===== config.mk =====
export PLATFORM = sky130hd
export DESIGN_NAME = can_rx_buffer
export DESIGN_NICKNAME = d
export VERILOG_FILES = /design/src/rtl/can_rx_pkg.sv /design/src/rtl/can_rx_mem.sv /design/src/rtl/can_rx_buffer.sv
export SDC_FILE = /design/constraint.sdc
export NUM_CORES = 1
export LEC_CHECK = 0
export CELL_PAD_IN_SITES_DETAIL_PLACEMENT = 0
export CELL_PAD_IN_SITES_GLOBAL_PLACEMENT = 1
export CORE_MARGIN = 2
export CORE_UTILIZATION = 55
export DETAILED_ROUTE_END_ITERATION = 10
export HOLD_SLACK_MARGIN = 0.1
export PLACE_DENSITY_LB_ADDON = 0.1
export SETUP_SLACK_MARGIN = 0.5
export SLEW_MARGIN = 25
export SYNTH_ARGS = -nofsm -noshare
export SYNTH_HDL_FRONTEND = slang
export SYNTH_HIERARCHICAL = 1
export SYNTH_SLANG_ARGS = --single-unit

===== constraint.sdc =====
create_clock -name aclk -period 10.2 [get_ports aclk]
set_input_delay 2.55 -clock aclk [delete_from_list [all_inputs] [get_ports aclk]]
set_output_delay 2.55 -clock aclk [all_outputs]
set_load 0.02 [all_outputs]

===== src/rtl/can_rx_pkg.sv =====
// Shared constants and helpers for the CAN receive buffer: register map, command bits and
// the frame-length rule derived from the PeliCAN frame-info byte.
package can_rx_pkg;

    localparam logic [7:0] RegCmd     = 8'd1;
    localparam logic [7:0] RegSr      = 8'd2;
    localparam logic [7:0] RegRxWinLo = 8'd16;
    localparam logic [7:0] RegRxWinHi = 8'd28;
    localparam logic [7:0] RegRmc     = 8'd29;
    localparam logic [7:0] RegRbsa    = 8'd30;

    localparam int unsigned CmdRrbBit = 2;
    localparam int unsigned CmdCdoBit = 3;

    typedef struct packed {
        logic       ff;
        logic       rtr;
        logic [1:0] rsvd;
        logic [3:0] dlc;
    } frame_info_t;

    // Bytes occupied in the FIFO by a frame: info + identifier + data (DLC capped at 8).
    function automatic logic [3:0] frame_len(input logic [7:0] info);
        frame_info_t fi;
        logic [3:0]  data_len;
        fi = frame_info_t'(info);
        if (fi.rtr) begin
            data_len = 4'd0;
        end else if (fi.dlc > 4'd8) begin
            data_len = 4'd8;
        end else begin
            data_len = fi.dlc;
        end
        return 4'd1 + (fi.ff ? 4'd4 : 4'd2) + data_len;
    endfunction

endpackage


===== src/rtl/can_rx_mem.sv =====
// Byte-wide receive FIFO storage: one synchronous write port and two asynchronous read
// ports (register window and head-of-queue frame info).
module can_rx_mem #(
    parameter int unsigned DEPTH = 64,
    localparam int unsigned AW   = $clog2(DEPTH)
) (
    input  logic          clk_i,
    input  logic          we_i,
    input  logic [AW-1:0] waddr_i,
    input  logic [7:0]    wdata_i,
    input  logic [AW-1:0] raddr_a_i,
    output logic [7:0]    rdata_a_o,
    input  logic [AW-1:0] raddr_b_i,
    output logic [7:0]    rdata_b_o
);

    logic [7:0] mem_q [DEPTH];

    always_ff @(posedge clk_i) begin
        if (we_i) begin
            mem_q[waddr_i] <= wdata_i;
        end
    end

    assign rdata_a_o = mem_q[raddr_a_i];
    assign rdata_b_o = mem_q[raddr_b_i];

endmodule


===== src/rtl/can_rx_buffer.sv =====
// CAN receive buffer: circular byte FIFO of completed frames with commit/abort of the frame
// in progress, release-buffer and clear-overrun commands, and the receive register window.
module can_rx_buffer
    import can_rx_pkg::*;
#(
    parameter int unsigned DEPTH = 64
) (
    input  logic       aclk,
    input  logic       arstn,
    input  logic       reg_re_i,
    input  logic       reg_we_i,
    input  logic [7:0] reg_addr_read_i,
    input  logic [7:0] reg_addr_write_i,
    input  logic [7:0] reg_data_in_i,
    output logic [7:0] reg_data_out_o,
    input  logic       rx_we_i,
    input  logic [7:0] rx_data_i,
    input  logic       rx_done_i,
    input  logic       rx_abort_i,
    output logic       rbs_o,
    output logic       dos_o,
    output logic [6:0] rmc_o
);

    localparam int unsigned AW = $clog2(DEPTH);
    localparam int unsigned CW = AW + 1;

    logic [AW-1:0] rd_ptr_q, rd_ptr_d;
    logic [AW-1:0] wr_ptr_q, wr_ptr_d;
    logic [AW-1:0] tmp_ptr_q, tmp_ptr_d;
    logic [CW-1:0] used_q, used_d;
    logic [CW-1:0] tmp_cnt_q, tmp_cnt_d;
    logic [6:0]    rmc_q, rmc_d;
    logic          dos_q, dos_d;
    logic          ovf_frame_q, ovf_frame_d;

    logic          cmd_we;
    logic          rrb;
    logic          cdo;
    logic          mem_we;
    logic          commit;
    logic          rbs;
    logic [AW-1:0] win_addr;
    logic [7:0]    win_data;
    logic [7:0]    head_info;
    logic          unused_inputs;

    assign cmd_we = reg_we_i && (reg_addr_write_i == RegCmd);
    assign rrb    = cmd_we && reg_data_in_i[CmdRrbBit] && (rmc_q != 7'd0);
    assign cdo    = cmd_we && reg_data_in_i[CmdCdoBit];
    assign rbs    = (rmc_q != 7'd0);

    // Reads are side-effect free, so the read strobe and the unused command bits are dropped.
    assign unused_inputs = ^{reg_re_i, reg_data_in_i[7:4], reg_data_in_i[1:0]};

    assign win_addr = rd_ptr_q + AW'(reg_addr_read_i - RegRxWinLo);

    can_rx_mem #(
        .DEPTH(DEPTH)
    ) u_mem (
        .clk_i    (aclk),
        .we_i     (mem_we),
        .waddr_i  (tmp_ptr_q),
        .wdata_i  (rx_data_i),
        .raddr_a_i(win_addr),
        .rdata_a_o(win_data),
        .raddr_b_i(rd_ptr_q),
        .rdata_b_o(head_info)
    );

    // Ordering within a cycle: release first (frees space), then the byte write, then
    // commit/abort of the frame in progress.
    always_comb begin
        rd_ptr_d    = rd_ptr_q;
        wr_ptr_d    = wr_ptr_q;
        tmp_ptr_d   = tmp_ptr_q;
        used_d      = used_q;
        tmp_cnt_d   = tmp_cnt_q;
        dos_d       = dos_q;
        ovf_frame_d = ovf_frame_q;
        mem_we      = 1'b0;
        commit      = 1'b0;

        if (rrb) begin
            rd_ptr_d = rd_ptr_q + AW'(frame_len(head_info));
            used_d   = used_q - CW'(frame_len(head_info));
        end

        if (cdo) begin
            dos_d = 1'b0;
        end

        if (rx_we_i && !ovf_frame_q) begin
            if ((used_d + tmp_cnt_q) < CW'(DEPTH)) begin
                mem_we    = 1'b1;
                tmp_ptr_d = tmp_ptr_q + AW'(1);
                tmp_cnt_d = tmp_cnt_q + CW'(1);
            end else begin
                dos_d       = 1'b1;
                ovf_frame_d = 1'b1;
                tmp_ptr_d   = wr_ptr_q;
                tmp_cnt_d   = '0;
            end
        end

        if (rx_abort_i) begin
            tmp_ptr_d   = wr_ptr_q;
            tmp_cnt_d   = '0;
            ovf_frame_d = 1'b0;
        end else if (rx_done_i) begin
            if (!ovf_frame_d && (tmp_cnt_d != '0)) begin
                wr_ptr_d = tmp_ptr_d;
                used_d   = used_d + tmp_cnt_d;
                commit   = 1'b1;
            end
            tmp_cnt_d   = '0;
            ovf_frame_d = 1'b0;
        end

        rmc_d = rmc_q + 7'(commit) - 7'(rrb);
    end

    always_ff @(posedge aclk or negedge arstn) begin
        if (!arstn) begin
            rd_ptr_q    <= '0;
            wr_ptr_q    <= '0;
            tmp_ptr_q   <= '0;
            used_q      <= '0;
            tmp_cnt_q   <= '0;
            rmc_q       <= '0;
            dos_q       <= 1'b0;
            ovf_frame_q <= 1'b0;
        end else begin
            rd_ptr_q    <= rd_ptr_d;
            wr_ptr_q    <= wr_ptr_d;
            tmp_ptr_q   <= tmp_ptr_d;
            used_q      <= used_d;
            tmp_cnt_q   <= tmp_cnt_d;
            rmc_q       <= rmc_d;
            dos_q       <= dos_d;
            ovf_frame_q <= ovf_frame_d;
        end
    end

    always_comb begin
        reg_data_out_o = 8'h00;
        if ((reg_addr_read_i >= RegRxWinLo) && (reg_addr_read_i <= RegRxWinHi)) begin
            reg_data_out_o = win_data;
        end else begin
            case (reg_addr_read_i)
                RegSr:   reg_data_out_o = {6'b0, dos_q, rbs};
                RegRmc:  reg_data_out_o = {1'b0, rmc_q};
                RegRbsa: reg_data_out_o = 8'(rd_ptr_q);
                default: reg_data_out_o = 8'h00;
            endcase
        end
    end

    assign rbs_o = rbs;
    assign dos_o = dos_q;
    assign rmc_o = rmc_q;

    // Committed plus in-progress bytes can never exceed the FIFO.
    used_bound_a: assert property (@(posedge aclk) disable iff (!arstn)
        ((CW + 1)'(used_q) + (CW + 1)'(tmp_cnt_q)) <= (CW + 1)'(DEPTH));

endmodule


==> summary.md <==
| Metric | Value |
|---|---|
| GPL Wtd Cong | roughly 0.90 |
| R2R cell count | 32 |
| Power per cell area | 191 nW/um2 |
| Min Tclk post-route | around 9700 ps |
| Dpl hpwl | roughly 43000 um |
| Post-CTS Hold Buffers | 0 |
| Worst setup EP type | primary output |
| CORE AREA | between 40000 and 50000 um2 |
| Setup TNS | 0 ps |
| Gr ovfl total | 0 |
| Cell area after synthesis | 26500 um2 |
| Clk sinks | about 550 |
| RSZ-0062 raised after global routing | no |
| Filler cells | between 3000 and 4000 |
| Slew Limit Fails | 0 |
| Endpoints failing hold | 0 |
| Critical-path top delay cell | xnor2_2 |
| Starting Density | about 56% |
| VDD IR max | ~0.15 mV |
| Cell Area, Placed | 27900 um2 |
| Clock transition at the registers of the reported paths | approximately 60 ps |
| I/O pin count | between 50 and 60 |
| Cts repair resizes | 0 |
| Switching power | ~1500 uW |
| Placement Setup Slack | between 700 and 800 ps |
| Commonest cells after routing, fill and taps aside | edfxtp_1 (512), mux4_2 (238), nor2_1 (99) |
| Post-CTS Setup Bufs | 0 |
| Nets | 1665 |
| Diodes inserted | 0 |
| CP required | about 7700 ps |
| Max cap viols | 0 |
| Worst hold path depth | 1 |
| Sw Ratio | 26.7% |
| Finished Core Util | 62.3% |
| Total Wirelength | around 65000 um |
| Layout cells sized above 1 | a little over a quarter |
| Sequential Power Share | a little under half |
| # H-tree levels | 2 |
| Setup slack after layout | around 550 ps |
| # rows | 80 |
| FF/Latch Area | roughly 16000 um2 |
| Mapped Cells | roughly 1500 |
| Mapped Avg Cell Area | approximately 18 um2 |
| WL per Instance | 29.1 um |
| Final ANT Viol Nets | 0 |
| Gate power share | ~18% |
| Setup CP Type | primary input to primary output |
| Mean number of vias per cell | between 6 and 7 |
| DIE AREA | between 40000 and 50000 um2 |
| Maximum clock insertion buffer count | 3 |
| Worst slew pin tran | between 1000 and 1500 ps |
| Clock share of power | a little over a third |
| Status | complete, no violations |
| CTS tree | yes |
| Buffers on Ports | 48 |
| Slew headroom | 31.8% |
| HP Class | flop to flop |
| Worst path max stage delay | ~660 ps |
| # DRC | 0 |
| Via count | 14700 |
| Critical-path cell list | clkdlybuf4s50_1 > ha_1 > ha_1 > a21o_1 > a21oi_1 > xnor2_2 > buf_4 > mux4_2 > o21ai_1 > o22ai_1 > a22oi_1 > nand2_1 > clkdlybuf4s50_1 |
| First-pass GRT wire length | 96500 um |
| Synth warn | 6 |
| Leak Pwr | a little under 0.01 uW |
| Clk Latency, worst-skew pair | around 620 ps |
| Worst clock skew | around 22 ps |
| Int Pwr | approximately 4200 uW |
| Critical Path Fanout Max | 11 |
| Number of global-route vias before repair | 15000 |
| Crit path DAT | between 7000 and 8000 ps |
| Fin crit share | between 90% and 100% |
| FMAX | approximately 100 MHz |
| Overall die height | between 200 and 250 um |
| Total track usage | between 20% and 30% |
| Drt pass-1 iters | 5 |
| Final Cell Area | ~30000 um2 |
| Area added between synthesis and finish | 12.1% |
| Chip Width | 223 um |
| Final setup violating endpoints | 0 |
| Worst hold start | wr_ptr_q[2] |
| Initial antenna violation count | 0 |
| DR iter-0 viols | around 1600 |
| Hold WS | 509 ps |
| Most common cell after layout, fill and taps aside | edfxtp_1 |
| Net Count, Synth | approximately 1600 |
| Clock Tree Root | clkbuf_16 |
| Start point of the critical path | reg_addr_read_i[2] |
| Area of the multi-input gates | 9450 um2 |
| Clock buffer count from CTS | 56 |
| Crit start category | primary input |
| Largest net degree at the start of global routing | 65 |
| RR Startpoint | rd_ptr_q[0] |
-- stage by stage --
step | cells | total power, uW
after global routing | 2239 | 5870
after CTS | 2239 | 5700
final | 2239 | 5670
after detailed placement | 2136 | 3730
after floorplan | 1502 | 3370
after global placement | 2136 | 3710
-- registers in the layout (all words and copies together) (netlist names) --
name         cells
rd_ptr_q         6
tmp_ptr_q        6
wr_ptr_q         6
used_q           7
dos_o            1
u_mem/mem_q    512
rmc_o            7
tmp_cnt_q        7
ovf_frame_q      1
-- final cells by class --
type | count | share of cell area, %
repair buffers | 121 | 3.86
flip-flops and latches | 553 | 55.3
clock inverters | 35 | 0.962
inverters | 38 | 0.481
clock buffers | 68 | 4.94
multi-input cells | 809 | 31.8
well taps | 615 | 2.59
-- power groups by stage --
stage          Sequential [uW]  Clock [uW]  Combinational [uW]
3_3_place_gp              2720           0                 996
6_report                  2680        1980                1010
3_5_place_dp              2720           0                1010
5_1_grt                   2690        2090                1090
2_1_floorplan             2690           0                 681
4_1_cts                   2680        2010                1010
-- routing by layer --
layer	global-route usage, %	wire [um]
met5	0	0
met4	8.13	1880
met3	6.23	5510
met2	43.8	31900
met1	36.6	25900
-- critical path: cells and delay by family --
family	cells	cell delay (ps)
AND/OR/NAND/NOR	1	100
XOR/XNOR	1	660
adder cells (fa/ha/maj)	2	670
buffers and inverters	3	1400
multiplexers	1	540
AO/OA/AOI/OAI	5	1160
-- worst paths after layout --
check                               endpoint  slack (ps)
max in group asynchronous        rd_ptr_q[0]        7840
min                              wr_ptr_q[2]         510
max                        reg_data_out_o[0]         550
min in group asynchronous        rd_ptr_q[1]        1940
max reg2reg                        used_q[6]        1160
min reg2reg                      wr_ptr_q[2]         510
(Power assumes the default switching activity.)
